`src/rtl/apb_ucpd_pkg.sv`:
```
// Shared constants and FSM encoding for the UCPD TXDR feeder.
// Build option: define UCPD_TXFIFO_DEPTH4_EN for a 4-entry TX FIFO (default is a single holding register).
package apb_ucpd_pkg;

`ifdef UCPD_TXFIFO_DEPTH4_EN
   localparam int unsigned FIFO_DEPTH = 4;
`else
   localparam int unsigned FIFO_DEPTH = 1;
`endif

   localparam int unsigned PAYSIZE_W = 10;
   localparam int unsigned LVL_W     = 3;
   localparam int unsigned PTR_W     = (FIFO_DEPTH > 1) ? $clog2(FIFO_DEPTH) : 1;

   typedef enum logic [1:0] {
      ST_IDLE,
      ST_FEED,
      ST_ACK,
      ST_DRAIN
   } state_t;

   // Pointers wrap at FIFO_DEPTH, which need not be a power of two.
   function automatic logic [PTR_W-1:0] ptr_inc(input logic [PTR_W-1:0] p);
      return (p == PTR_W'(FIFO_DEPTH - 1)) ? '0 : p + PTR_W'(1);
   endfunction

endpackage

```
`src/rtl/apb_ucpd_txfifo.sv`:
```
// Synchronous TX byte FIFO with registered full/empty/level and synchronous flush.
// Depth comes from apb_ucpd_pkg (selected by UCPD_TXFIFO_DEPTH4_EN).
module apb_ucpd_txfifo
   import apb_ucpd_pkg::*;
(
   input  logic             clk,
   input  logic             rst_n,
   input  logic             flush,
   input  logic             push,
   input  logic             pop,
   input  logic [7:0]       wdata,
   output logic [7:0]       rdata,
   output logic             full,
   output logic             empty,
   output logic [LVL_W-1:0] lvl
);

   logic [7:0]       mem [2**PTR_W];
   logic [PTR_W-1:0] wr_ptr;
   logic [PTR_W-1:0] rd_ptr;
   logic             do_push;
   logic             do_pop;
   logic [LVL_W-1:0] lvl_nxt;

   // A push into a full FIFO is accepted only when a pop frees the slot in the same cycle.
   assign do_pop  = pop && !empty;
   assign do_push = push && (!full || do_pop);
   assign rdata   = mem[rd_ptr];

   always_comb begin
      lvl_nxt = lvl;
      case ({do_push, do_pop})
         2'b10:   lvl_nxt = lvl + LVL_W'(1);
         2'b01:   lvl_nxt = lvl - LVL_W'(1);
         default: lvl_nxt = lvl;
      endcase
   end

   always_ff @(posedge clk or negedge rst_n) begin
      if (!rst_n) begin
         wr_ptr <= '0;
         rd_ptr <= '0;
         lvl    <= '0;
         empty  <= 1'b1;
         full   <= 1'b0;
      end else if (flush) begin
         wr_ptr <= '0;
         rd_ptr <= '0;
         lvl    <= '0;
         empty  <= 1'b1;
         full   <= 1'b0;
      end else begin
         if (do_push) wr_ptr <= ptr_inc(wr_ptr);
         if (do_pop)  rd_ptr <= ptr_inc(rd_ptr);
         lvl   <= lvl_nxt;
         empty <= (lvl_nxt == '0);
         full  <= (lvl_nxt == LVL_W'(FIFO_DEPTH));
      end
   end

   always_ff @(posedge clk) begin
      if (!flush && do_push) mem[wr_ptr] <= wdata;
   end

endmodule

```
`src/rtl/apb_ucpd_txdr_feeder.sv`:
```
// Feeds APB-written TXDR bytes to the UCPD core on request, tracking payload count and underrun.
// Build option: UCPD_TXFIFO_DEPTH4_EN selects a 4-deep TX FIFO instead of one holding register.
module apb_ucpd_txdr_feeder
   import apb_ucpd_pkg::*;
(
   input  logic                 ic_clk,
   input  logic                 ic_rst_n,
   input  logic                 ucpden,
   input  logic                 tx_start,
   input  logic [PAYSIZE_W-1:0] tx_paysize,
   input  logic                 cpu_we,
   input  logic [7:0]           cpu_wdata,
   input  logic                 txis_req,
   input  logic                 txsend_clr,
   input  logic                 tx_hrst,
   output logic [7:0]           ic_txdr,
   output logic                 txdr_we,
   output logic                 fifo_full,
   output logic                 fifo_empty,
   output logic [LVL_W-1:0]     fifo_lvl,
   output logic                 txund,
   output logic                 tx_done,
   output logic [PAYSIZE_W-1:0] bytes_left
);

   state_t     state;
   logic       flush;
   logic       push;
   logic       pop;
   logic [7:0] fifo_rdata;

   assign flush = tx_hrst || !ucpden;
   assign push  = cpu_we && ucpden;
   // Pop eligibility uses the registered empty flag, so a byte written this cycle cannot fall through.
   assign pop   = (state == ST_FEED) && txis_req && !fifo_empty && !flush;

   apb_ucpd_txfifo u_txfifo (
      .clk   (ic_clk),
      .rst_n (ic_rst_n),
      .flush (flush),
      .push  (push),
      .pop   (pop),
      .wdata (cpu_wdata),
      .rdata (fifo_rdata),
      .full  (fifo_full),
      .empty (fifo_empty),
      .lvl   (fifo_lvl)
   );

   always_ff @(posedge ic_clk or negedge ic_rst_n) begin
      if (!ic_rst_n) begin
         state      <= ST_IDLE;
         ic_txdr    <= '0;
         txdr_we    <= 1'b0;
         tx_done    <= 1'b0;
         txund      <= 1'b0;
         bytes_left <= '0;
      end else if (flush) begin
         state      <= ST_IDLE;
         txdr_we    <= 1'b0;
         tx_done    <= 1'b0;
         bytes_left <= '0;
         if (!ucpden) txund <= 1'b0;
      end else begin
         txdr_we <= 1'b0;
         tx_done <= 1'b0;
         case (state)
            ST_IDLE: begin
               if (tx_start) begin
                  bytes_left <= tx_paysize;
                  txund      <= 1'b0;
                  state      <= (tx_paysize == '0) ? ST_DRAIN : ST_FEED;
               end
            end
            ST_FEED: begin
               if (txis_req) begin
                  if (!fifo_empty) begin
                     ic_txdr    <= fifo_rdata;
                     txdr_we    <= 1'b1;
                     bytes_left <= bytes_left - PAYSIZE_W'(1);
                     state      <= ST_ACK;
                  end else begin
                     txund <= 1'b1;
                  end
               end
            end
            ST_ACK: begin
               if (!txis_req) state <= (bytes_left != '0) ? ST_FEED : ST_DRAIN;
            end
            ST_DRAIN: begin
               if (txsend_clr) begin
                  tx_done <= 1'b1;
                  state   <= ST_IDLE;
               end
            end
            default: state <= ST_IDLE;
         endcase
      end
   end

endmodule
```
`config.mk`:
```
export PLATFORM = sky130hd
export DESIGN_NAME = apb_ucpd_txdr_feeder
export DESIGN_NICKNAME = d
export VERILOG_FILES = /design/src/rtl/apb_ucpd_pkg.sv /design/src/rtl/apb_ucpd_txfifo.sv /design/src/rtl/apb_ucpd_txdr_feeder.sv
export SDC_FILE = /design/constraint.sdc
export NUM_CORES = 1
export LEC_CHECK = 0
export ABC_AREA = 1
export CAP_MARGIN = 20
export CORE_AREA = 2 2 77 79
export CTS_CLUSTER_SIZE = 20
export DETAILED_ROUTE_END_ITERATION = 8
export DIE_AREA = 0 0 79 81
export SLEW_MARGIN = 20
export SYNTH_ARGS = -nofsm -noshare
export SYNTH_HDL_FRONTEND = slang
export SYNTH_SLANG_ARGS = --single-unit
```
`constraint.sdc`:
```
create_clock -name ic_clk -period 2.71 [get_ports ic_clk]
set_clock_uncertainty 0.05 [all_clocks]
set_input_delay 0.271 -clock ic_clk [delete_from_list [all_inputs] [get_ports ic_clk]]
set_output_delay 0.271 -clock ic_clk [all_outputs]
set_load 0.02 [all_outputs]
```
# Word-level counts from Yosys, hierarchy flattened
# Memories as Yosys holds them, arrays and structs flattened. A register that Yosys moved wholly into a read port is not among the register bits.
# Index checks and enable logic that the tools add are counted.
[op_classes]
add_sub_neg = 5
eq_ne = 13
muxes = 39
bitwise_logic = 2
reduce_logical = 25
[op_table]
columns = ["operator", "n"]
rows = [
  ["$mux 10", 4],
  ["$mux 1", 22],
  ["$pmux 10 s2", 1],
  ["$mux 2", 8],
  ["$ne 3x2->1 const B", 5],
  ["$logic_not 10->1", 1],
  ["$reduce_and 5->1", 2],
  ["$reduce_bool 10->1", 1],
  ["$sub 10x1->10 const B", 1],
  ["$pmux 2 s4", 1],
  ["$reduce_and 4->1", 2],
  ["$logic_and 1x1->1", 7],
  ["$eq 2x2->1 const B", 3],
  ["$pmux 3 s2", 1],
  ["$logic_not 1->1", 5],
  ["$eq 2x1->1 const B", 2],
  ["$reduce_bool 2->1", 2],
  ["$add 3x1->3 const B", 1],
  ["$eq 3x1->1 const B", 1],
  ["$logic_not 3->1", 1],
  ["$mux 3", 1],
  ["$ne 3x1->1 const B", 1],
  ["$reduce_bool 3->1", 1],
  ["$sub 3x1->3 const B", 1],
  ["6 further kinds", 9],
]
[totals]
register_bits = 22
mem_bits_rw = 16
in_bits = 26
out_inout_bits = 26
mem_count = 1
[memory_table]
columns = ["memory", "depth", "width", "rd", "rd_clocked_by_memory_dff", "wr", "line", "source"]
rows = [
  ["u_txfifo.mem", 2, 8, 1, 1, 1, "apb_ucpd_txfifo.sv:18", "logic [7:0] mem [2**PTR_W];"],
]

# Depth between registers and ports, before layout
# Gate-level depths: netlist (run 1).
[logic_depth]
word_depth = 11
mapped_depth = 15
depth_no_buf = 14

# Hierarchy
# A second synthesis (run 1) with hierarchy kept.
[hier_totals]
cells_unflattened = 257
hier_area_um2 = 1983.2
[by_module_without_submodules]
columns = ["mod", "instances", "cells_per_inst", "area_each_um2", "seq_area_each_um2"]
rows = [
  ["apb_ucpd_txdr_feeder", 1, 209, 1440.1, 575.6],
  ["apb_ucpd_txfifo", 1, 48, 543.0, 366.6],
]

# Least setup slack after synthesis (run 1)
# No wires, ideal clock.
[synth_path]
path_kind = "register -> register"
from = "register state[1]"
to = "register u_txfifo.empty"
setup_ps = 90
arrival_time_ps = 2072
required_ps = 2570
slack_ps = 498
path_stages_with_launch = 15
period_less_slack_ps = 2212
cell_sequence = "dfrtp_1 inv_2 nand2_2 nor2_2 nand3_2 buf_6 nand2_1 nand3_2 ha_1 inv_1 fa_1 nand2_1 o21ai_0 o21ai_0 o21ai_0"
[synth_between]
elab_chain_cells = 11
elab_cells_between_ends = 12
[synth_rtl]
columns = ["element", "line", "source"]
rows = [
  ["start, declared", "apb_ucpd_txdr_feeder.sv:26", "state_t state;"],
  ["start signal, assigned", "apb_ucpd_txdr_feeder.sv:72", "state <= (tx_paysize == '0) ? ST_DRAIN : ST_FEED;"],
  ["start signal, assigned", "apb_ucpd_txdr_feeder.sv:88", "if (!txis_req) state <= (bytes_left != '0) ? ST_FEED : ST_DRAIN;"],
  ["$eq 2x1->1 *", "apb_ucpd_txdr_feeder.sv:35", "assign pop = (state == ST_FEED) && txis_req && !fifo_empty && !flush;"],
  ["$logic_and 1x1->1 * (3 in a row)", "apb_ucpd_txdr_feeder.sv:35", ""],
  ["$logic_and 1x1->1 *", "apb_ucpd_txfifo.sv:26", "assign do_pop = pop && !empty;"],
  ["$logic_or 1x1->1", "apb_ucpd_txfifo.sv:27", "assign do_push = push && (!full || do_pop);"],
  ["$logic_and 1x1->1", "apb_ucpd_txfifo.sv:27", ""],
  ["$eq 2x1->1 / $eq 2x2->1 (equally long branches)", "apb_ucpd_txfifo.sv:32", "case ({do_push, do_pop})"],
  ["$pmux 3 s2 *", "apb_ucpd_txfifo.sv:32", ""],
  ["$logic_not 3->1 *", "apb_ucpd_txfifo.sv:56", "empty <= (lvl_nxt == '0);"],
  ["$mux 1 *", "apb_ucpd_txfifo.sv:46", "end else if (flush) begin"],
  ["end signal, assigned", "apb_ucpd_txfifo.sv:56", ""],
  ["end, declared", "apb_ucpd_txfifo.sv:14", "output logic empty,"],
]
# Mark *: on every way between the ends. The rest lies on a longest branch, timed or not.
# A chain may end at the register's enable or synchronous reset.

# Worst setup path in the final report (run 1)
# Same ends and word-level chain as after synthesis.

==> reports/results.env, run 1 <==
TIMING.CRITICAL_PATH.ARRIVAL_PS=2540
NUMBER_OF_TOP_LEVEL_DESIGN_PORTS=52
FINALCRITPERIODSHARE_PCT=87.9
RUN_STATUS='completed'
DIE_H_UM=81
TIMING_MAX_TRANSITION_VIOLATIONS_FINAL=0
CPLARGESTDELAYFAMILY='adder cells'
POST_DRT_WL_PER_CELL_UM=11.9
CTS_TREE='built'
PLACEMENT_ROWS=28
CLK_LATENCY_PS=290
YOSYS_WARNINGS=0
CTSLONGESTPATHBUFFERS=2
ANTENNA_FOUND_INITIAL=0
SYNTH_TOP_AREA_SHARE_PCT=35.3
CTSRESIZECOUNT=0
VIASPERCELL=4.57
SYNTH-SEQ-AREA-SHARE_PCT=49.2
SYNTH_AREA_LEADER_CELL='sky130_fd_sc_hd__dfrtp_1'
CLK_TRANSITION_REPORTED_PATHS_PS=80
SYNTH_MUX_AREA_SHARE_PCT=0
TIMING.MAX_SLEW.REL_SLACK_PCT=72.8
AREA_FRACTION_IN_AND_OR_NAND_AND_NOR_CELLS_AFTER_SYNTHESIS_PCT=32.7
FIRST_PASS_ITERS=4
SYNTH.TOP_CELLS.BY_COUNT='sky130_fd_sc_hd__nand2_1 (69), sky130_fd_sc_hd__nor2_1 (34), sky130_fd_sc_hd__dfrtp_1 (27), sky130_fd_sc_hd__inv_1 (25), sky130_fd_sc_hd__nand3_1 (18)'
SYNTH-COMPOUND-AREA-SHARE_PCT=8.04
WORST_SETUP_PATH_START_KIND='flip-flop'
LAYOUT.FILLER_CELLS=588
SYNTH-EDFF-COUNT=8
SYNTH.AVG_CELL_AREA_UM2=7.98
SYN_AREA_UM2=1910
NUMCTSBUFFERS=5
CP_DOMINANT_CELL_BY_COUNT='sky130_fd_sc_hd__o21ai_0'
POSTSYNTHCELLCOUNT=240
SYNTHMOSTINSTANTIATEDCELL='sky130_fd_sc_hd__nand2_1'
CTS.SINKS=36
CHIPWIDTH_UM=79
SYNTH_CELL_TYPES=30
IR_WORST_VDD_mV=0.242
TIMING.REG2REG.SETUP_SLACK_PS=330
POST_SYNTHESIS_ADDER_CELL_AREA_FRACTION_PCT=2.35
GRT_MAX_DEGREE=29
IO_BUFFERS=51
CRIT_FANOUT=7
CRITICAL_PATH_CLASS='reg2reg'
FINAL.MIN_CLOCK_PERIOD_PS=2380
SETUP-VIOLATIONS-FINAL=0
YS_DOMINANT_REG_CELL='sky130_fd_sc_hd__dfrtp_1'
POWER-PER-CELL-AREA_nW_PER_UM2=508
RR_WORST_DEPTH=12
POWER.TOTAL_uW=1340
TOTALNEGATIVESETUPSLACK_PS=0
GRT_SETUP_UNREPAIRED='no'
GRT.TOTAL_USAGE_PCT=15.1
LAYOUT.NETS=331
YS_TOP_CELLS_BY_AREA='sky130_fd_sc_hd__dfrtp_1 (35%), sky130_fd_sc_hd__nand2_1 (14%), sky130_fd_sc_hd__edfxtp_1 (13%), sky130_fd_sc_hd__nor2_1 (6.7%), sky130_fd_sc_hd__inv_1 (4.9%)'
WORST_PATH_MAX_DELAY_CELL='sky130_fd_sc_hd__dfrtp_1'
CRITICAL-PATH-MAX-STAGE-DELAY_PS=490
PATH_DEPTH=12
DR_TOTAL_VIAS=1728
CTS.HTREE.LEVELS=2
WORSTREG2REGEND='u_txfifo.empty'
SYNTH_TOP_FAMILY_BY_AREA='simple AND/OR/NAND/NOR gates'
CP_DATA_REQUIRED_TIME_PS=2870
DIE_AREA_UM2=6400
LAYOUT-DRIVE-GT1-SHARE_PCT=11.6
ASYNCSETRESETFLOPFRACSYNTH_PCT=77.8
HP-CLASS='in2async'
R2R-START='state[1]'
FINAL_REPORT_HOLD_VIOLATION_COUNT=0
MAXCLOCKFREQUENCY_MHz=420
CORE_UM2=5680
ANTENNA_CELLS_INSERTED=0
SYNTH_XOR_AREA_SHARE_PCT=0.915
GP_CONGESTION=0.809
START_UTIL_PCT=33.7
CAP_VIOL_MAX_COUNT=0
GRT-OVFL-TOTAL=0
YS_FF_LATCH=36
DP.FINAL_HPWL_UM=3430
POSTCTSSETUPREPAIRBUFS=0
CTS_HOLD_REPAIR.BUFFERS=0
WORSTPATHCELLLIST='inv_2 -> nand2_2 -> nor2_2 -> nand3_2 -> clkinv_1 -> ha_1 -> inv_1 -> fa_1 -> a21oi_1 -> o21ai_0 -> xor2_1 -> o21ai_0'
FIRST_GLOBAL_VIAS=1604
CRITPATHCAPTURETYPE='flip-flop'
SYNTHESIS.NETS=269
DRT_WL_TOTAL_UM=4500
POST-ROUTE-DRC-COUNT=0
POWER.STATIC_LEAKAGE_uW=0.00120
ANTENNA_LEFT=0
WORST_SLEW_PIN_TRAN_PS=407
SYNTHTOLAYOUTAREAGROWTH_PCT=37.9
CRITICAL_PATH_BUF_INV_COUNT=3
CTS_ROOT_BUF='sky130_fd_sc_hd__clkbuf_8'
GLOBAL_ROUTE_WIRE_LENGTH_BEFORE_REPAIR_UM=7560
DR.FIRST_ITER.DRC_COUNT=119
==> worst reg2reg max path: cells and delay by family (launching register included) <==
kind	cells	cell delay, ps
AO/OA/AOI/OAI	3	450
buffers and inverters	3	250
flip-flops	1	490
AND/OR/NAND/NOR	3	370
adder cells (fa/ha/maj)	2	510
XOR/XNOR	1	180
==> metrics by stage <==
step	hold WS, ps	area [um^2]	util, %	std cells	setup WS, ps
3_5_place_dp	377	2550	44.9	370	92.4
3_3_place_gp	370	2550	44.9	370	196
6_report	314	2640	46.5	378	327
5_1_grt	341	2640	46.5	378	99.6
4_1_cts	329	2640	46.5	378	328
2_1_floorplan	-74.6	1910	-	240	498
==> report_power, final <==
part / total, uW / internal, uW / switching, uW
combinational: 331 / 146 / 185
clock: 393 / 182 / 211
sequential: 619 / 587 / 31.2
==> how the worst max path moves through the flow <==
stage	start	to	slack, ps
5_1_grt	state[1]	u_txfifo.empty	100
3_3_place_gp	ucpden	u_txfifo.lvl[2]	200
6_report	state[1]	u_txfifo.empty	330
3_5_place_dp	ucpden	u_txfifo.empty	90
2_1_floorplan	state[1]	u_txfifo.empty	500
4_1_cts	state[1]	u_txfifo.empty	330
==> layout by cell type, fill, tap and decap left out, types with 2 or more instances in the layout <==
master                            netlist  layout
sky130_fd_sc_hd__nor2_4                 5       5
sky130_fd_sc_hd__buf_4                  0       6
sky130_fd_sc_hd__dfrtp_1               27      27
sky130_fd_sc_hd__o22ai_1                4       4
sky130_fd_sc_hd__o21ai_0               14      14
sky130_fd_sc_hd__nand2_2                4       4
sky130_fd_sc_hd__clkdlybuf4s50_1        0      51
sky130_fd_sc_hd__nor2_1                34      34
sky130_fd_sc_hd__o21ai_1                4       4
sky130_fd_sc_hd__nand2_1               69      69
sky130_fd_sc_hd__nand3_1               18      18
sky130_fd_sc_hd__inv_2                  4       4
sky130_fd_sc_hd__or2_2                  3       3
sky130_fd_sc_hd__a21oi_1                2       2
sky130_fd_sc_hd__ha_1                   2       2
sky130_fd_sc_hd__clkbuf_8               0       5
sky130_fd_sc_hd__clkinvlp_4             0       2
sky130_fd_sc_hd__xor2_1                 2       2
sky130_fd_sc_hd__nand3_2                2       2
sky130_fd_sc_hd__edfxtp_1               8       8
sky130_fd_sc_hd__inv_1                 25      25
==> per-layer routing <==
metal	track usage (%)	vias up	routed length [um]
li1	-	885	-
met1	21.2	780	2180
met2	23.1	58	1960
met3	3.78	5	310
met4	4.14	0	51
met5	0	-	0
==> area by class of cell <==
cell class / instances / area (um^2) / share of cell area (%)
inverter: 30 / 113 / 4.27
tap: 75 / 93.8 / 3.55
multi-input combinational: 172 / 843 / 31.9
sequential: 36 / 942 / 35.7
clock buffer: 5 / 68.8 / 2.61
clock inverter: 3 / 23.8 / 0.900
timing repair buffer: 57 / 556 / 21.0
==> kinds of logic after synthesis <==
logic type,after synthesis
and+or+nand+nor,139
DFF,36
buffers and inverters,32
AOI/OAI and AO/OA,28
adders and majority gates,3
xor gates and xnor gates,2
==> sequential cells by signal (all words and copies together), names as in the netlist <==
name            cells
state               2
bytes_left         10
u_txfifo.mem        8
ic_txdr             8
u_txfifo.full       1
txdr_we             1
u_txfifo.lvl        3
tx_done             1
u_txfifo.empty      1
txund               1
Power figures use the tool's default switching activity.
==> inputs of run 2 (changes only) <==
--- a/config.mk
+++ b/config.mk
@@ -11,7 +11,7 @@
 export CTS_CLUSTER_SIZE = 20
 export DETAILED_ROUTE_END_ITERATION = 8
 export DIE_AREA = 0 0 79 81
-export SLEW_MARGIN = 20
+export SETUP_SLACK_MARGIN = 0.1
 export SYNTH_ARGS = -nofsm -noshare
 export SYNTH_HDL_FRONTEND = slang
 export SYNTH_SLANG_ARGS = --single-unit
==> run 2 against run 1 <==
  * Non-clock buffer count stayed put
  * Via count stayed put
  * Sequential power hardly changed
  * Sequential share of layout area hardly changed
  * First-iteration DRC count stayed put
  * Power hardly changed
  * Utilization hardly changed
  * Critical path type unchanged
  * Critical endpoint unchanged
  * Highest routed layer unchanged
==> reports/results.env, run 2 (synthesis results as in run 1) <==
POWER_REPORT.INTERNAL_TOTAL_uW=916  # about the same
TOTALNEGATIVESETUPSLACK_PS=0  # unchanged
LARGESTREGISTERS='bytes_left x10, ic_txdr x8, u_txfifo.mem x8'  # unchanged
LAYOUT_COMMONEST_CELL='sky130_fd_sc_hd__nand2_1'  # unchanged
POWER.TOTAL_uW=1340  # about the same
CORE_UM2=5680  # unchanged
SETUP-VIOLATIONS-FINAL=0  # unchanged
WORSTPATHCELLLIST='inv_2 -> nand2_2 -> nor2_2 -> nand3_2 -> clkinv_1 -> ha_1 -> inv_1 -> fa_1 -> a21oi_1 -> o21ai_0 -> xor2_1 -> o21ai_0'  # unchanged
PLACEMENT_ROWS=28  # unchanged
CTSLONGESTPATHBUFFERS=2  # unchanged
GRT-OVFL-TOTAL=0  # unchanged
WORST_SETUP_PATH_START_KIND='flip-flop'  # unchanged
CRITICAL-PATH-MAX-STAGE-DELAY_PS=480  # was 490 ps
CLK_TRANSITION_REPORTED_PATHS_PS=80  # about the same
FINALCRITPERIODSHARE_PCT=86.5  # was 87.9%
FINAL.MIN_CLOCK_PERIOD_PS=2340  # was 2380 ps
TIMING_MAX_TRANSITION_VIOLATIONS_FINAL=0  # unchanged
FINAL_REPORT_HOLD_VIOLATION_COUNT=0  # unchanged
AREA_OCCUPIED_BY_MULTI_INPUT_GATES_UM2=843  # unchanged
CRITICAL_PATH_BUF_INV_COUNT=3  # unchanged
GRT_MAX_DEGREE=29  # unchanged
LAYOUT-DRIVE-GT1-SHARE_PCT=11.9  # was 11.6%
DR.FIRST_ITER.DRC_COUNT=119  # unchanged
DIE_AREA_UM2=6400  # unchanged
CLK_LATENCY_PS=290  # about the same
RUN_STATUS='completed'  # unchanged
POWER_SWITCHING_SHARE_PCT=31.8  # about the same
TIMING.CRITICAL_PATH.ARRIVAL_PS=2500  # was 2540 ps
VIASPERCELL=4.57  # unchanged
CHIPWIDTH_UM=79  # unchanged
CTS_TREE='built'  # unchanged
LAYOUT.NETS=331  # unchanged
SEQUENTIAL_CELL_AREA_UM2=943  # was 942 um^2
POWER-PER-CELL-AREA_nW_PER_UM2=508  # about the same
NUMCTSBUFFERS=5  # unchanged
POSTCTSSETUPREPAIRBUFS=0  # unchanged
POWER.STATIC_LEAKAGE_uW=0.00120  # about the same
DRT_WL_TOTAL_UM=4500  # unchanged
CRITPATHCAPTURETYPE='flip-flop'  # unchanged
FIRST_PASS_ITERS=4  # unchanged
IR_WORST_VDD_mV=0.242  # unchanged
MAXCLOCKFREQUENCY_MHz=427  # was 420 MHz
GLOBAL_ROUTE_WIRE_LENGTH_BEFORE_REPAIR_UM=7560  # unchanged
CPLARGESTDELAYFAMILY='adder cells'  # unchanged
ANTENNA_LEFT=0  # unchanged
START_UTIL_PCT=33.7  # unchanged
NUMBER_OF_TOP_LEVEL_DESIGN_PORTS=52  # unchanged
CRIT_FANOUT=7  # unchanged
ANTENNA_CELLS_INSERTED=0  # unchanged
LARGEST_REG_FLOPS=10  # unchanged
POST-ROUTE-DRC-COUNT=0  # unchanged
LAYOUT.FILLER_CELLS=589  # was 588
CAP_VIOL_MAX_COUNT=0  # unchanged
IO_BUFFERS=51  # unchanged
CP_DATA_REQUIRED_TIME_PS=2870  # about the same
DR_TOTAL_VIAS=1728  # unchanged
POWER.NET_SWITCHING_uW=427  # about the same
HP-CLASS='in2async'  # unchanged
CP_DOMINANT_CELL_BY_COUNT='sky130_fd_sc_hd__o21ai_0'  # unchanged
SYNTHTOLAYOUTAREAGROWTH_PCT=38.0  # was 37.9%
GRT.TOTAL_USAGE_PCT=15.1  # unchanged
FIRST_GLOBAL_VIAS=1604  # unchanged
POST_DRT_WL_PER_CELL_UM=11.9  # unchanged
CRITICAL_PATH_CLASS='reg2reg'  # unchanged
DP.FINAL_HPWL_UM=3430  # unchanged
PWR-SHARE-COMB_PCT=24.6  # about the same
ANTENNA_FOUND_INITIAL=0  # unchanged
DIE_H_UM=81  # unchanged
WORST_SLEW_PIN_TRAN_PS=407  # unchanged
GRT_SETUP_UNREPAIRED='no'  # unchanged
REGISTERS.TOP_BY_FF_COUNT='bytes_left'  # unchanged
CTS.SINKS=36  # unchanged
POWER.CLOCK.FRACTION_PCT=29.3  # about the same
MOSTFREQUENTLAYOUTCELLS='sky130_fd_sc_hd__nand2_1 (69), sky130_fd_sc_hd__clkdlybuf4s50_1 (51), sky130_fd_sc_hd__nor2_1 (34)'  # unchanged
WORST_PATH_MAX_DELAY_CELL='sky130_fd_sc_hd__dfrtp_2'  # was sky130_fd_sc_hd__dfrtp_1
CTS.HTREE.LEVELS=2  # unchanged
TIMING.MAX_SLEW.REL_SLACK_PCT=72.8  # unchanged
CTS_ROOT_BUF='sky130_fd_sc_hd__clkbuf_8'  # unchanged
SEQUENTIALPOWERSHARE_PCT=46.1  # about the same
GP_CONGESTION=0.809  # unchanged
[run 2: cell counts in the layout (fill, tap and decap cells not counted)]
No cell type changed its count.
[run 2: metrics by stage]
step	hold slack [ps]	setup WS [ps]	util [%]	area, um^2	cells
2_1_floorplan	-74.6	498	-	1910	240
3_3_place_gp	370	196	44.9	2550	370
3_5_place_dp	377	92.4	44.9	2550	370
4_1_cts	329	328	46.5	2640	378
5_1_grt	341	156	46.5	2640	378
6_report	314	366	46.5	2640	378
[run 2: power groups by stage]
stage | combinational [uW] | clock [uW] | sequential [uW]
after floorplan | 155 | 0 | 657
after global placement | 330 | 0 | 630
after detailed placement | 333 | 0 | 629
after CTS | 334 | 407 | 619
after global routing | 370 | 429 | 624
final | 331 | 393 | 619
[run 2: path summary, 6_finish.rpt]
path,endpoint,slack [ps],from,cells after the start
min reg2reg,ic_txdr[0],390,u_txfifo.mem[0][0],2
max reg2reg,u_txfifo.empty,370,state[1],12
max,u_txfifo.empty,370,state[1],12
min,bytes_left[4],310,ic_rst_n,2
max in group asynchronous,u_txfifo.empty,1990,ic_rst_n,2
min in group ic_clk,ic_txdr[0],390,u_txfifo.mem[0][0],2
[run 2: layer usage]
metal  vias up  track usage [%]  routed length (um)
met5         -                0                   0
met4         0             4.14                  51
met3         5             3.78                 310
met2        58             23.1                1960
met1       780             21.2                2180
li1        885                -                   -
[run 2: area by class of cell]
class / count / share of cell area [%]
sequential: 36 / 35.7
multi-input combinational: 172 / 31.9
timing repair buffer: 57 / 21.0
inverter: 30 / 4.26
tap: 75 / 3.55
clock buffer: 5 / 2.61
clock inverter: 3 / 0.900
[run 2: worst register-to-register path, cell delays in order, from the launching register on]
cell                       delay (ps)
sky130_fd_sc_hd__dfrtp_2          480
sky130_fd_sc_hd__inv_2            100
sky130_fd_sc_hd__nand2_2          110
sky130_fd_sc_hd__nor2_2           160
sky130_fd_sc_hd__nand3_2          100
sky130_fd_sc_hd__clkinv_1          70
sky130_fd_sc_hd__ha_1             130
sky130_fd_sc_hd__inv_1             60
sky130_fd_sc_hd__fa_1             380
sky130_fd_sc_hd__a21oi_1          150
sky130_fd_sc_hd__o21ai_0          110
sky130_fd_sc_hd__xor2_1           180
sky130_fd_sc_hd__o21ai_0          190
[run 2: repair_timing]
action / 4_1_cts / 5_1_grt
endpoints found under the setup margin: 0 / 1
hold buffers: 0 / 0
gates resized for setup: 0 / 1
==> inputs of run 3 (changes only) <==
--- a/config.mk
+++ b/config.mk
@@ -6,7 +6,6 @@
 export NUM_CORES = 1
 export LEC_CHECK = 0
 export ABC_AREA = 1
-export CAP_MARGIN = 20
 export CORE_AREA = 2 2 77 79
 export CTS_CLUSTER_SIZE = 20
 export DETAILED_ROUTE_END_ITERATION = 8
==> results of run 3 <==
Final layout, timing and power as in run 2 (identical DEF).
